File: src/rtl/vga_timing_gen.sv
`default_nettype none
// +------------------------------------------------------------------------+
// | Module      : vga_timing_gen                                           |
// | Description : Parametrised VGA timing generator with programmable      |
// |               porch/sync timing and polarity, pixel fetch coordinates, |
// |               frame/line strobes and a pattern mux (solid, colour      |
// |               bars, checkerboard, external). Sync/blanking are delayed |
// |               to line up with a PIX_LATENCY-cycle external source.     |
// | Revision    : 1.0 - initial release                                    |
// +------------------------------------------------------------------------+
module vga_timing_gen #(
  parameter int H_ACTIVE    = 640,
  parameter int H_FRONT     = 16,
  parameter int H_SYNC      = 96,
  parameter int H_BACK      = 48,
  parameter int V_ACTIVE    = 480,
  parameter int V_FRONT     = 10,
  parameter int V_SYNC      = 2,
  parameter int V_BACK      = 33,
  parameter bit HS_POL      = 1'b0,
  parameter bit VS_POL      = 1'b0,
  parameter int PIX_LATENCY = 2,
  parameter int COLOR_W     = 8,
  parameter int CHECK_LOG2  = 5,
  localparam int c_h_total  = H_ACTIVE + H_FRONT + H_SYNC + H_BACK,
  localparam int c_v_total  = V_ACTIVE + V_FRONT + V_SYNC + V_BACK,
  localparam int c_xw       = $clog2(c_h_total),
  localparam int c_yw       = $clog2(c_v_total)
) (
  input  logic                   clk_25mhz,
  input  logic                   reset,
  input  logic                   enable,
  input  logic [1:0]             mode,
  input  logic [3*COLOR_W-1:0]   solid_rgb,
  input  logic [3*COLOR_W-1:0]   ext_rgb,
  output logic [c_xw-1:0]        x,
  output logic [c_yw-1:0]        y,
  output logic                   fetch_active,
  output logic                   h_sync,
  output logic                   v_sync,
  output logic                   de,
  output logic                   frame_start,
  output logic                   line_start,
  output logic [COLOR_W-1:0]     red,
  output logic [COLOR_W-1:0]     green,
  output logic [COLOR_W-1:0]     blue
);

  // Comparisons are done one bit wider than the counters so that a boundary
  // equal to the total (e.g. zero back porch) cannot overflow.
  localparam logic [c_xw-1:0] c_x_last   = c_xw'(c_h_total - 1);
  localparam logic [c_yw-1:0] c_y_last   = c_yw'(c_v_total - 1);
  localparam logic [c_xw:0]   c_h_act    = (c_xw+1)'(H_ACTIVE);
  localparam logic [c_xw:0]   c_hs_start = (c_xw+1)'(H_ACTIVE + H_FRONT);
  localparam logic [c_xw:0]   c_hs_end   = (c_xw+1)'(H_ACTIVE + H_FRONT + H_SYNC);
  localparam logic [c_yw:0]   c_v_act    = (c_yw+1)'(V_ACTIVE);
  localparam logic [c_yw:0]   c_vs_start = (c_yw+1)'(V_ACTIVE + V_FRONT);
  localparam logic [c_yw:0]   c_vs_end   = (c_yw+1)'(V_ACTIVE + V_FRONT + V_SYNC);

  // Colour bar width; guarded so tiny test configurations never divide by zero.
  localparam int              c_bar_w    = (H_ACTIVE / 8 > 0) ? H_ACTIVE / 8 : 1;
  localparam logic [c_xw-1:0] c_bar_div  = c_xw'(c_bar_w);
  localparam logic [c_xw-1:0] c_bar_max  = c_xw'(7);

  localparam logic [1:0] c_mode_solid = 2'd0;
  localparam logic [1:0] c_mode_bars  = 2'd1;
  localparam logic [1:0] c_mode_check = 2'd2;
  localparam logic [1:0] c_mode_ext   = 2'd3;

  // Pipeline word: {hs, vs, de, frame, line, ext_sel, colour}
  localparam int c_pw = 6 + 3 * COLOR_W;

  logic [c_xw-1:0]        r_x;
  logic [c_yw-1:0]        r_y;
  logic [1:0]             r_mode;
  logic [3*COLOR_W-1:0]   r_solid;

  logic                   w_origin;
  logic                   w_line0;
  logic                   w_fetch;
  logic                   w_hs_raw;
  logic                   w_vs_raw;
  logic [1:0]             w_mode;
  logic [3*COLOR_W-1:0]   w_solid;
  logic [c_xw-1:0]        w_bar_q;
  logic [2:0]             w_bar;
  logic                   w_chk;
  logic                   w_is_ext;
  logic [3*COLOR_W-1:0]   w_colour;
  logic [c_pw-1:0]        w_head;
  logic [c_pw-1:0]        w_tail;

  logic                   r_hs;
  logic                   r_vs;
  logic                   r_de;
  logic                   r_fs;
  logic                   r_ls;
  logic [3*COLOR_W-1:0]   r_rgb;

  // Pixel/line counters: x wraps at end of line, y advances on that wrap.
  always_ff @(posedge clk_25mhz or posedge reset) begin
    if (reset) begin
      r_x <= '0;
      r_y <= '0;
    end else if (enable) begin
      if (r_x == c_x_last) begin
        r_x <= '0;
        r_y <= (r_y == c_y_last) ? '0 : r_y + 1'b1;
      end else begin
        r_x <= r_x + 1'b1;
      end
    end
  end

  assign w_origin = (r_x == '0) && (r_y == '0);
  assign w_line0  = (r_x == '0);
  assign w_fetch  = ({1'b0, r_x} < c_h_act) && ({1'b0, r_y} < c_v_act);
  assign w_hs_raw = ({1'b0, r_x} >= c_hs_start) && ({1'b0, r_x} < c_hs_end);
  assign w_vs_raw = ({1'b0, r_y} >= c_vs_start) && ({1'b0, r_y} < c_vs_end);

  // Shadow the pattern selection at the top of each frame so mid-frame
  // changes never tear the picture.
  always_ff @(posedge clk_25mhz or posedge reset) begin
    if (reset) begin
      r_mode  <= c_mode_solid;
      r_solid <= '0;
    end else if (enable && w_origin) begin
      r_mode  <= mode;
      r_solid <= solid_rgb;
    end
  end

  // Pixel (0,0) itself must already use the newly sampled settings.
  assign w_mode   = w_origin ? mode : r_mode;
  assign w_solid  = w_origin ? solid_rgb : r_solid;
  assign w_is_ext = (w_mode == c_mode_ext);

  assign w_bar_q  = r_x / c_bar_div;
  assign w_bar    = (w_bar_q > c_bar_max) ? 3'd7 : w_bar_q[2:0];
  assign w_chk    = r_x[CHECK_LOG2] ^ r_y[CHECK_LOG2];

  // Internal pattern colour; bar order is white, yellow, cyan, green,
  // magenta, red, blue, black, which maps directly onto the bar index bits.
  always_comb begin
    w_colour = '0;
    case (w_mode)
      c_mode_solid: w_colour = w_solid;
      c_mode_bars:  w_colour = {{COLOR_W{~w_bar[1]}}, {COLOR_W{~w_bar[2]}},
                                {COLOR_W{~w_bar[0]}}};
      c_mode_check: w_colour = w_chk ? {(3*COLOR_W){1'b1}} : '0;
      default:      w_colour = '0;
    endcase
  end

  assign w_head = {w_hs_raw, w_vs_raw, w_fetch, w_origin, w_line0, w_is_ext, w_colour};

  generate
    if (PIX_LATENCY > 0) begin : g_pipe
      logic [c_pw-1:0] r_pipe [PIX_LATENCY];

      // Delay line matching the upstream pixel source latency; stalls with enable.
      always_ff @(posedge clk_25mhz or posedge reset) begin
        if (reset) begin
          for (int i = 0; i < PIX_LATENCY; i++) begin
            r_pipe[i] <= '0;
          end
        end else if (enable) begin
          r_pipe[0] <= w_head;
          for (int i = 1; i < PIX_LATENCY; i++) begin
            r_pipe[i] <= r_pipe[i-1];
          end
        end
      end

      assign w_tail = r_pipe[PIX_LATENCY-1];
    end else begin : g_no_pipe
      assign w_tail = w_head;
    end
  endgenerate

  // Output stage: apply sync polarity, take external colour here so it needs
  // no extra delay, and blank colour outside the active area.
  always_ff @(posedge clk_25mhz or posedge reset) begin
    if (reset) begin
      r_hs  <= ~HS_POL;
      r_vs  <= ~VS_POL;
      r_de  <= 1'b0;
      r_fs  <= 1'b0;
      r_ls  <= 1'b0;
      r_rgb <= '0;
    end else if (enable) begin
      r_hs  <= w_tail[c_pw-1] ? HS_POL : ~HS_POL;
      r_vs  <= w_tail[c_pw-2] ? VS_POL : ~VS_POL;
      r_de  <= w_tail[c_pw-3];
      r_fs  <= w_tail[c_pw-4];
      r_ls  <= w_tail[c_pw-5];
      if (w_tail[c_pw-3]) begin
        r_rgb <= w_tail[c_pw-6] ? ext_rgb : w_tail[3*COLOR_W-1:0];
      end else begin
        r_rgb <= '0;
      end
    end
  end

  assign x            = r_x;
  assign y            = r_y;
  assign fetch_active = w_fetch;
  assign h_sync       = r_hs;
  assign v_sync       = r_vs;
  assign de           = r_de;
  assign frame_start  = r_fs;
  assign line_start   = r_ls;
  assign red          = r_rgb[3*COLOR_W-1:2*COLOR_W];
  assign green        = r_rgb[2*COLOR_W-1:COLOR_W];
  assign blue         = r_rgb[COLOR_W-1:0];

endmodule
`default_nettype wire
File: config.mk
export PLATFORM = sky130hd
export DESIGN_NAME = vga_timing_gen
export DESIGN_NICKNAME = d
export VERILOG_FILES = /design/src/rtl/vga_timing_gen.sv
export SDC_FILE = /design/constraint.sdc
export NUM_CORES = 1
export LEC_CHECK = 0
export ABC_AREA = 1
export BUFFER_PORTS_ARGS = -buffer_cell sky130_fd_sc_hd__buf_2
export CAP_MARGIN = 15
export CORE_MARGIN = 5
export CORE_UTILIZATION = 60
export DETAILED_ROUTE_END_ITERATION = 12
export GPL_TIMING_DRIVEN = 1
export PLACE_DENSITY = 0.84
export SETUP_SLACK_MARGIN = 0.4
export SLEW_MARGIN = 25
export SYNTH_ARGS = -nofsm -noshare
export SYNTH_HDL_FRONTEND = slang
export SYNTH_SLANG_ARGS = --single-unit
File: constraint.sdc
create_clock -name clk_25mhz -period 9.2 [get_ports clk_25mhz]
set_input_delay 1.84 -clock clk_25mhz [delete_from_list [all_inputs] [get_ports clk_25mhz]]
set_output_delay 1.84 -clock clk_25mhz [all_outputs]
set_load 0.03 [all_outputs]
Word level (Yosys, flattened, before mapping)
Index checks and enable logic that the tools add are counted.

storage, ports and cells
  word-level logic and storage cells = 51
  bits in registers = 135
  input bits = 53

operators by class
  divide/modulo/power cells = 1
  multiplexer cells = 11
  bitwise operators = 4
  magnitude comparators = 7
  equal/unequal tests = 5
  add/subtract/negate cells = 2
  reductions and logical operators = 9

operator list
  kind                                                                              count
  24-bit 2-to-1 mux                                                                 4
  24-bit one-hot mux with 3 select lines                                            1
  10-bit by 1-bit adder with 10-bit output, second input constant                   2
  10-bit equality test, second input constant                                       2
  10-bit zero test                                                                  2
  10-bit < comparator, second input constant                                        2
  10-bit by 9-bit < comparator with 1-bit output, second input constant             2
  10-bit 2-to-1 mux                                                                 2
  10-bit by 7-bit divider with 10-bit output, second input constant                 1
  10-bit >= comparator, second input constant                                       1
  10-bit by 9-bit >= comparator with 1-bit output, second input constant            1
  10-bit by 3-bit greater-than comparator with 1-bit output, second input constant  1
  1-bit logical AND                                                                 5
  2-bit equality test, second input constant                                        2
  3-bit 2-to-1 mux                                                                  1
  1-bit inverter                                                                    3
  2-bit by 1-bit equality test with 1-bit output, second input constant             1
  2-bit zero test                                                                   1
  1-bit 2-to-1 mux                                                                  2
  2-bit 2-to-1 mux                                                                  1
  2-bit AND reduction                                                               1
  1-bit bitwise XOR                                                                 1

Depth between registers and ports, before layout
Gate-level depths: netlist (run 1).

  depth in word-level cells = 5
  depth in mapped cells = 16

Worst setup path after synthesis (run 1)
Ideal clock, no wire load.

  kind = reg-to-output
  start = register r_x[7] (netlist: x[7])
  end = output fetch_active
  data arrival time = 1634 ps
  buffers on the path = 1
  setup slack = 5726 ps
  cell stages (with the launch flop) = 5
  cells stage by stage = dfrtp_1 buf_2 nand2_1 nand2_1 nor3_1

on the way
  cells in the longest elaborated chain, start to end = 2

RTL lines
  item                      RTL line  source
  start: declaration        73        logic [c_xw-1:0] r_x;
  start signal: assignment  110       r_x <= r_x + 1'b1;
  10-bit < comparator       117       assign w_fetch = ({1'b0, r_x} < c_h_act) && ({1'b0, r_y} < c_v_act);
  1-bit logical AND         117
  end: declaration          38        output logic fetch_active,

No other way between the ends.

Worst setup path in the final report (run 1)
Same ends and word-level chain as after synthesis.

==> results of run 1 <==
-- worst paths after layout --
check                           slack (ps)       start  depth (start not counted)                 to
worst max register to register        6760        y[0]                         15  g_pipe.r_pipe[53]
worst max-delay path                  5520        x[7]                          4       fetch_active
worst min register to register         440  w_tail[29]                          1             h_sync
min in group asynchronous             1420       reset                          2         w_tail[29]
max in group asynchronous             6610       reset                          3  g_pipe.r_pipe[35]
worst min-delay path                   440  w_tail[29]                          1             h_sync
-- cell families (layout without fill, tap and decap cells) --
family                   after synthesis  after routing  share of synthesized area, %
multiplexers                           1              1                         0.173
XOR/XNOR                               9              9                          1.21
flip-flops                           135            135                          52.0
AND/OR/NAND/NOR                      403            403                          26.3
adder cells (fa/ha/maj)                4              4                         0.770
AO/OA/AOI/OAI                        144            144                          11.4
buffers and inverters                117            213                          8.13
-- report_power, final --
| group | leakage (nW) | internal, W | total (W) | switching (W) |
|---|---|---|---|---|
| Clock | 0.272 | 0.000351 | 0.000631 | 0.000280 |
| Sequential | 1.82 | 0.000608 | 0.000636 | 0.0000281 |
| Combinational | 1.96 | 0.0000401 | 0.000135 | 0.0000947 |
-- worst register-to-register path, stage by stage (launching register included) --
cell	delay, ps
dfrtp_1	400
inv_1	130
ha_1	160
inv_1	40
nor2_1	90
nand3_1	110
nor2_2	210
nand2_4	290
nand2_2	180
nand2_4	100
nand3_1	90
inv_1	50
nand2_1	190
nand3_1	140
nand2_1	90
nand2_1	70
-- Yosys cell counts (2+ instances only) --
| cell type | count |
|---|---|
| nand2_1 | 285 |
| nand2_2 | 3 |
| buf_2 | 3 |
| nor2_1 | 45 |
| ha_1 | 4 |
| xnor2_1 | 2 |
| nor3_1 | 9 |
| dfstp_2 | 2 |
| nor4_1 | 3 |
| o21ai_0 | 120 |
| inv_1 | 71 |
| a211oi_1 | 2 |
| nand2_4 | 2 |
| clkbuf_1 | 26 |
| nand3_1 | 40 |
| inv_2 | 3 |
| xor2_1 | 7 |
| nand3_4 | 2 |
| buf_4 | 4 |
| dfrtp_1 | 133 |
| a21oi_1 | 10 |
| nor2_2 | 3 |
| buf_6 | 9 |
| nand4_1 | 4 |
| nor2_8 | 2 |
| o21ai_1 | 8 |
-- cell type report --
cell class	instances	area, um2
Inverter	75	287
Tap cell	140	175
Sequential cell	135	3380
Fill cell	844	3210
Clock inverter	14	135
Timing Repair Buffer	106	544
Clock buffer	18	428
Multi-Input combinational cell	561	2590
-- state kept, by name, indices dropped and copies added, names as in the netlist --
register,cells
frame_start,1
r_rgb,24
h_sync,1
y,10
g_pipe.r_pipe,30
w_tail,30
x,10
r_mode,2
line_start,1
r_solid,24
de,1
v_sync,1
-- routing by layer --
layer / track usage (%) / part of all wire, %
met5: 0 / 0
met4: 6.25 / 1.6
met3: 6.08 / 7.1
met2: 31.1 / 43
met1: 33.4 / 49
-- stage by stage --
stage	std cells	worst slack, ps	hold WS, ps	total power (W)	utilization (%)
3_3_place_gp	1017	5610	416	0.000778	64.9
5_1_grt	1049	5380	467	0.00146	70.1
4_1_cts	1049	5500	443	0.00141	70.1
3_5_place_dp	1017	5540	431	0.000780	64.9
6_report	1049	5520	438	0.00140	70.1
2_1_floorplan	813	3750	406	0.000743	-
==> flow_metrics.env, run 1 <==
export IMPL_grt_pass1_vias=4901
export IMPL_cts_clk_slew_worst_paths_ps=70
export IMPL_clock_sinks=135
export IMPL_worstPathCellList="nand2_1 > nand2_1 > nor3_1 > buf_2"
export IMPL_io_buffers=102
export IMPL_tns_ps=0
export IMPL_async_reset_ff_share_pct=100
export IMPL_avgSynthCellArea_um2=7.99
export IMPL_hold_viol=0
export IMPL_p_per_area_nw_per_um2=186
export IMPL_n_antenna_cell=0
export IMPL_vias=5490
export IMPL_critPathKind="flop to output pin"
export IMPL_grt_max_degree=88
export IMPL_synth_top_area_cell="dfrtp_1"
export IMPL_postCtsHoldBufs=0
export IMPL_drtIter0Drc=612
export IMPL_crit_family="simple AND/OR/NAND/NOR gates"
export IMPL_ir_drop_uv=98.3
export IMPL_nets=953
export IMPL_die_y_um=114
export IMPL_cts_htree_levels=4
export IMPL_die_area_um2=13000
export IMPL_cts_buffers=17
export IMPL_synth_area_um2=6500
export IMPL_dieWidth_um=114
export IMPL_syn2layout_area_growth_pct=16.0
export IMPL_max_stage_delay_ps=530
export IMPL_routed_via_density=5.23
export IMPL_cap_violations=0
export IMPL_track_usage_pct=22.0
export IMPL_layout_commonest_cell="nand2_1"
export IMPL_period_needed_ps=3680
export IMPL_start_util_pct=60.5
export IMPL_setup_violations=0
export IMPL_clk_latency_ps=520
export IMPL_path_buf_inv=1
export IMPL_rsz0062_at_grt="no"
export IMPL_antenna_left=0
export IMPL_ys_warn_count=0
export IMPL_finalWirelength_mm=13.8
export IMPL_io_pins=103
export IMPL_post_cts_resized=0
export IMPL_netlist_instances=813
export IMPL_period_share_pct=40.0
export IMPL_dpl_instance_area_um2=6970
export IMPL_worstMarginPinSlew_ps=810
export IMPL_drv_slew=0
export IMPL_drc_errors=0
export IMPL_relSlewSlack_pct=46.0
export IMPL_finalInstanceArea_um2=7540
export IMPL_cp_common_cell="nand2_1"
export IMPL_status="finished clean"
export IMPL_dp_hpwl_mm=9.03
export IMPL_cp_max_fo=13
export IMPL_tritoncts="done"
export IMPL_worst_endpoint_required_ps=7360
export IMPL_syn_nets=870
export IMPL_cts_buffer_depth=2
export IMPL_ys_seq_elements=135
export IMPL_crit_path_top_delay_cell="dfrtp_1"
export IMPL_worstPathArrival_ps=1840
export IMPL_antenna_found_initial=0
export IMPL_synth_cell_types=37
export IMPL_cts_setup_buffers=0
export IMPL_core_area_um2=10700
export IMPL_synth_edf_count=0
export IMPL_layout_common_cells="nand2_1 (285), dfrtp_1 (133), o21ai_0 (120), buf_2 (102), inv_1 (70)"
export IMPL_hp_class="flop to flop"
export IMPL_drive_gt1_share_pct=17.8
export IMPL_synthFlopType="dfrtp_1"
export IMPL_crit_path_end_kind="output pin"
export IMPL_yosys_top_cells_area="dfrtp_1 (51%), nand2_1 (16%), o21ai_0 (9.2%), inv_1 (4.1%), nand3_1 (3.1%)"
export IMPL_firstDrtPassIters=5
export IMPL_fmax_mhz=272
export IMPL_yosysTopAreaCellShare_pct=51.2
export IMPL_gr_total_overflow=0
export IMPL_fin_skew_ps=14.0
export IMPL_grt_pass1_wl_mm=23.2
export IMPL_ys_seq_area_share_pct=52.0
export IMPL_critPathLaunchType="flop"
export IMPL_wl_per_cell_um=13.1
export IMPL_cts_root_buf="clkbuf_8"
export IMPL_p_leak_nw=4.06
export IMPL_place_gp_congestion=0.925
export IMPL_rows=38
No activity file was read; power rests on OpenSTA's default activity.
==> run 2: changes to the inputs <==
--- a/config.mk
+++ b/config.mk
@@ -9,10 +9,10 @@
 export BUFFER_PORTS_ARGS = -buffer_cell sky130_fd_sc_hd__buf_2
 export CAP_MARGIN = 15
 export CORE_MARGIN = 5
-export CORE_UTILIZATION = 60
+export CORE_UTILIZATION = 57
 export DETAILED_ROUTE_END_ITERATION = 12
 export GPL_TIMING_DRIVEN = 1
-export PLACE_DENSITY = 0.84
+export PLACE_DENSITY = 0.8
 export SETUP_SLACK_MARGIN = 0.4
 export SLEW_MARGIN = 25
 export SYNTH_ARGS = -nofsm -noshare
==> constraint.sdc (replaced) <==
create_clock -name clk_25mhz -period 3.65 [get_ports clk_25mhz]
set_input_delay 0.73 -clock clk_25mhz [delete_from_list [all_inputs] [get_ports clk_25mhz]]
set_output_delay 0.73 -clock clk_25mhz [all_outputs]
set_load 0.03 [all_outputs]
==> flow_metrics.env, run 2 (synthesis gave the netlist of run 1 again) <==
export IMPL_status="finished clean"
export IMPL_die_area_um2=13600
export IMPL_crit_reg2reg_launch="y[0]"
export IMPL_cts_htree_levels=4
export IMPL_period_needed_ps=2450
export IMPL_syn2layout_area_growth_pct=17.1
export IMPL_drv_slew=0
export IMPL_fmax_mhz=408
export IMPL_worstPathArrival_ps=1720
export IMPL_io_buffers=102
export IMPL_drive_gt1_share_pct=17.8
export IMPL_grt_pass1_wl_mm=23.4
export IMPL_clock_sinks=135
export IMPL_hp_class="input pin to async pin"
export IMPL_antenna_found_initial=0
export IMPL_layout_commonest_cell="nand2_1"
export IMPL_rows=39
export IMPL_io_pins=103
export IMPL_place_inst=1021
export IMPL_tns_ps=0
export IMPL_cts_buffer_depth=2
export IMPL_core_area_um2=11300
export IMPL_p_leak_nw=4.08
export IMPL_relSlewSlack_pct=44.2
export IMPL_dieWidth_um=117
export IMPL_routed_via_density=5.07
export IMPL_cts_setup_buffers=0
export IMPL_cap_violations=0
export IMPL_setup_violations=0
export IMPL_finalWirelength_mm=13.9
export IMPL_holdWs_ps=271
export IMPL_drtIter0Drc=610
export IMPL_firstDrtPassIters=5
export IMPL_track_usage_pct=21.4
export IMPL_grt_pass1_vias=4947
export IMPL_final_cells=1053
export IMPL_start_util_pct=57.6
export IMPL_critPathKind="flop to output pin"
export IMPL_drc_errors=0
export IMPL_worst_endpoint_required_ps=2920
export IMPL_cts_clk_slew_worst_paths_ps=60
export IMPL_grt_max_degree=88
export IMPL_cp_max_fo=13
export IMPL_post_cts_resized=0
export IMPL_antenna_left=0
export IMPL_cts_buffers=17
export IMPL_fin_skew_ps=6.80
export IMPL_cts_root_buf="clkbuf_16"
export IMPL_vias=5337
export IMPL_worstMarginPinSlew_ps=837
export IMPL_p_per_area_nw_per_um2=478
export IMPL_postCtsHoldBufs=0
export IMPL_layout_common_cells="nand2_1 (285), dfrtp_1 (133), o21ai_0 (120), buf_2 (102), inv_1 (70)"
export IMPL_ir_drop_uv=255
export IMPL_crit_path_end_kind="output pin"
export IMPL_die_y_um=117
export IMPL_ff2ff_setup_slack_ps=1340
export IMPL_dp_hpwl_mm=9.24
export IMPL_period_share_pct=67.1
export IMPL_crit_start="x[7]"
export IMPL_gr_total_overflow=0
export IMPL_wl_per_cell_um=13.2
export IMPL_clk_latency_ps=410
export IMPL_nets=955
export IMPL_hold_viol=0
export IMPL_rsz0062_at_grt="no"
export IMPL_tritoncts="done"
export IMPL_n_antenna_cell=0
export IMPL_place_gp_congestion=0.888
export IMPL_critPathLaunchType="flop"
[run 2: worst max-delay path, stage by stage, from the launching register on]
cell and delay (ps):
dfrtp_1 520, nand2_1 170, nand2_1 100, nor3_1 270, buf_2 260
[run 2: worst paths after layout]
kind / to / depth (start not counted)
setup / recovery: fetch_active / 4
max in group asynchronous: h_sync / 3
setup reg to reg: g_pipe.r_pipe[41] / 15
hold reg to reg: v_sync / 1
hold / removal: de / 2
min in group clk_25mhz: v_sync / 1
[run 2: report_power, final]
group / internal (W) / total [W] / switching [W]
Clock: 0.00106 / 0.00169 / 0.000631
Combinational: 0.000105 / 0.000347 / 0.000242
Sequential: 0.00153 / 0.00160 / 0.0000652
[run 2: through the flow]
step | area [um2] | setup slack, ps | total power [W] | util [%]
CTS | 7580 | 1180 | 0.00366 | 67.3
global placement | 7000 | 1400 | 0.00197 | 62.1
global route | 7600 | 1090 | 0.00378 | 67.5
floorplan | 6500 | 1240 | 0.00187 | -
finish | 7600 | 1200 | 0.00364 | 67.5
detailed placement | 7000 | 1350 | 0.00197 | 62.1
[run 2: layout make-up]
cell class                 instances  area [um2]
fill                             960        3670
sequential                       135        3380
multi-input combinational        561        2590
timing repair buffer             108         581
clock buffer                      21         470
inverter                          75         288
tap                              143         179
clock inverter                    10         119
[run 2: routing by layer]
metal / wire length, um / vias up / share of wire, % / global-route usage [%]
li1: - / 2755 / - / -
met1: 7010 / 2406 / 50 / 32.8
met2: 5830 / 157 / 42 / 30.0
met3: 831 / 19 / 6.0 / 4.82
met4: 214 / 0 / 1.5 / 7.49
met5: 0 / - / 0 / 0
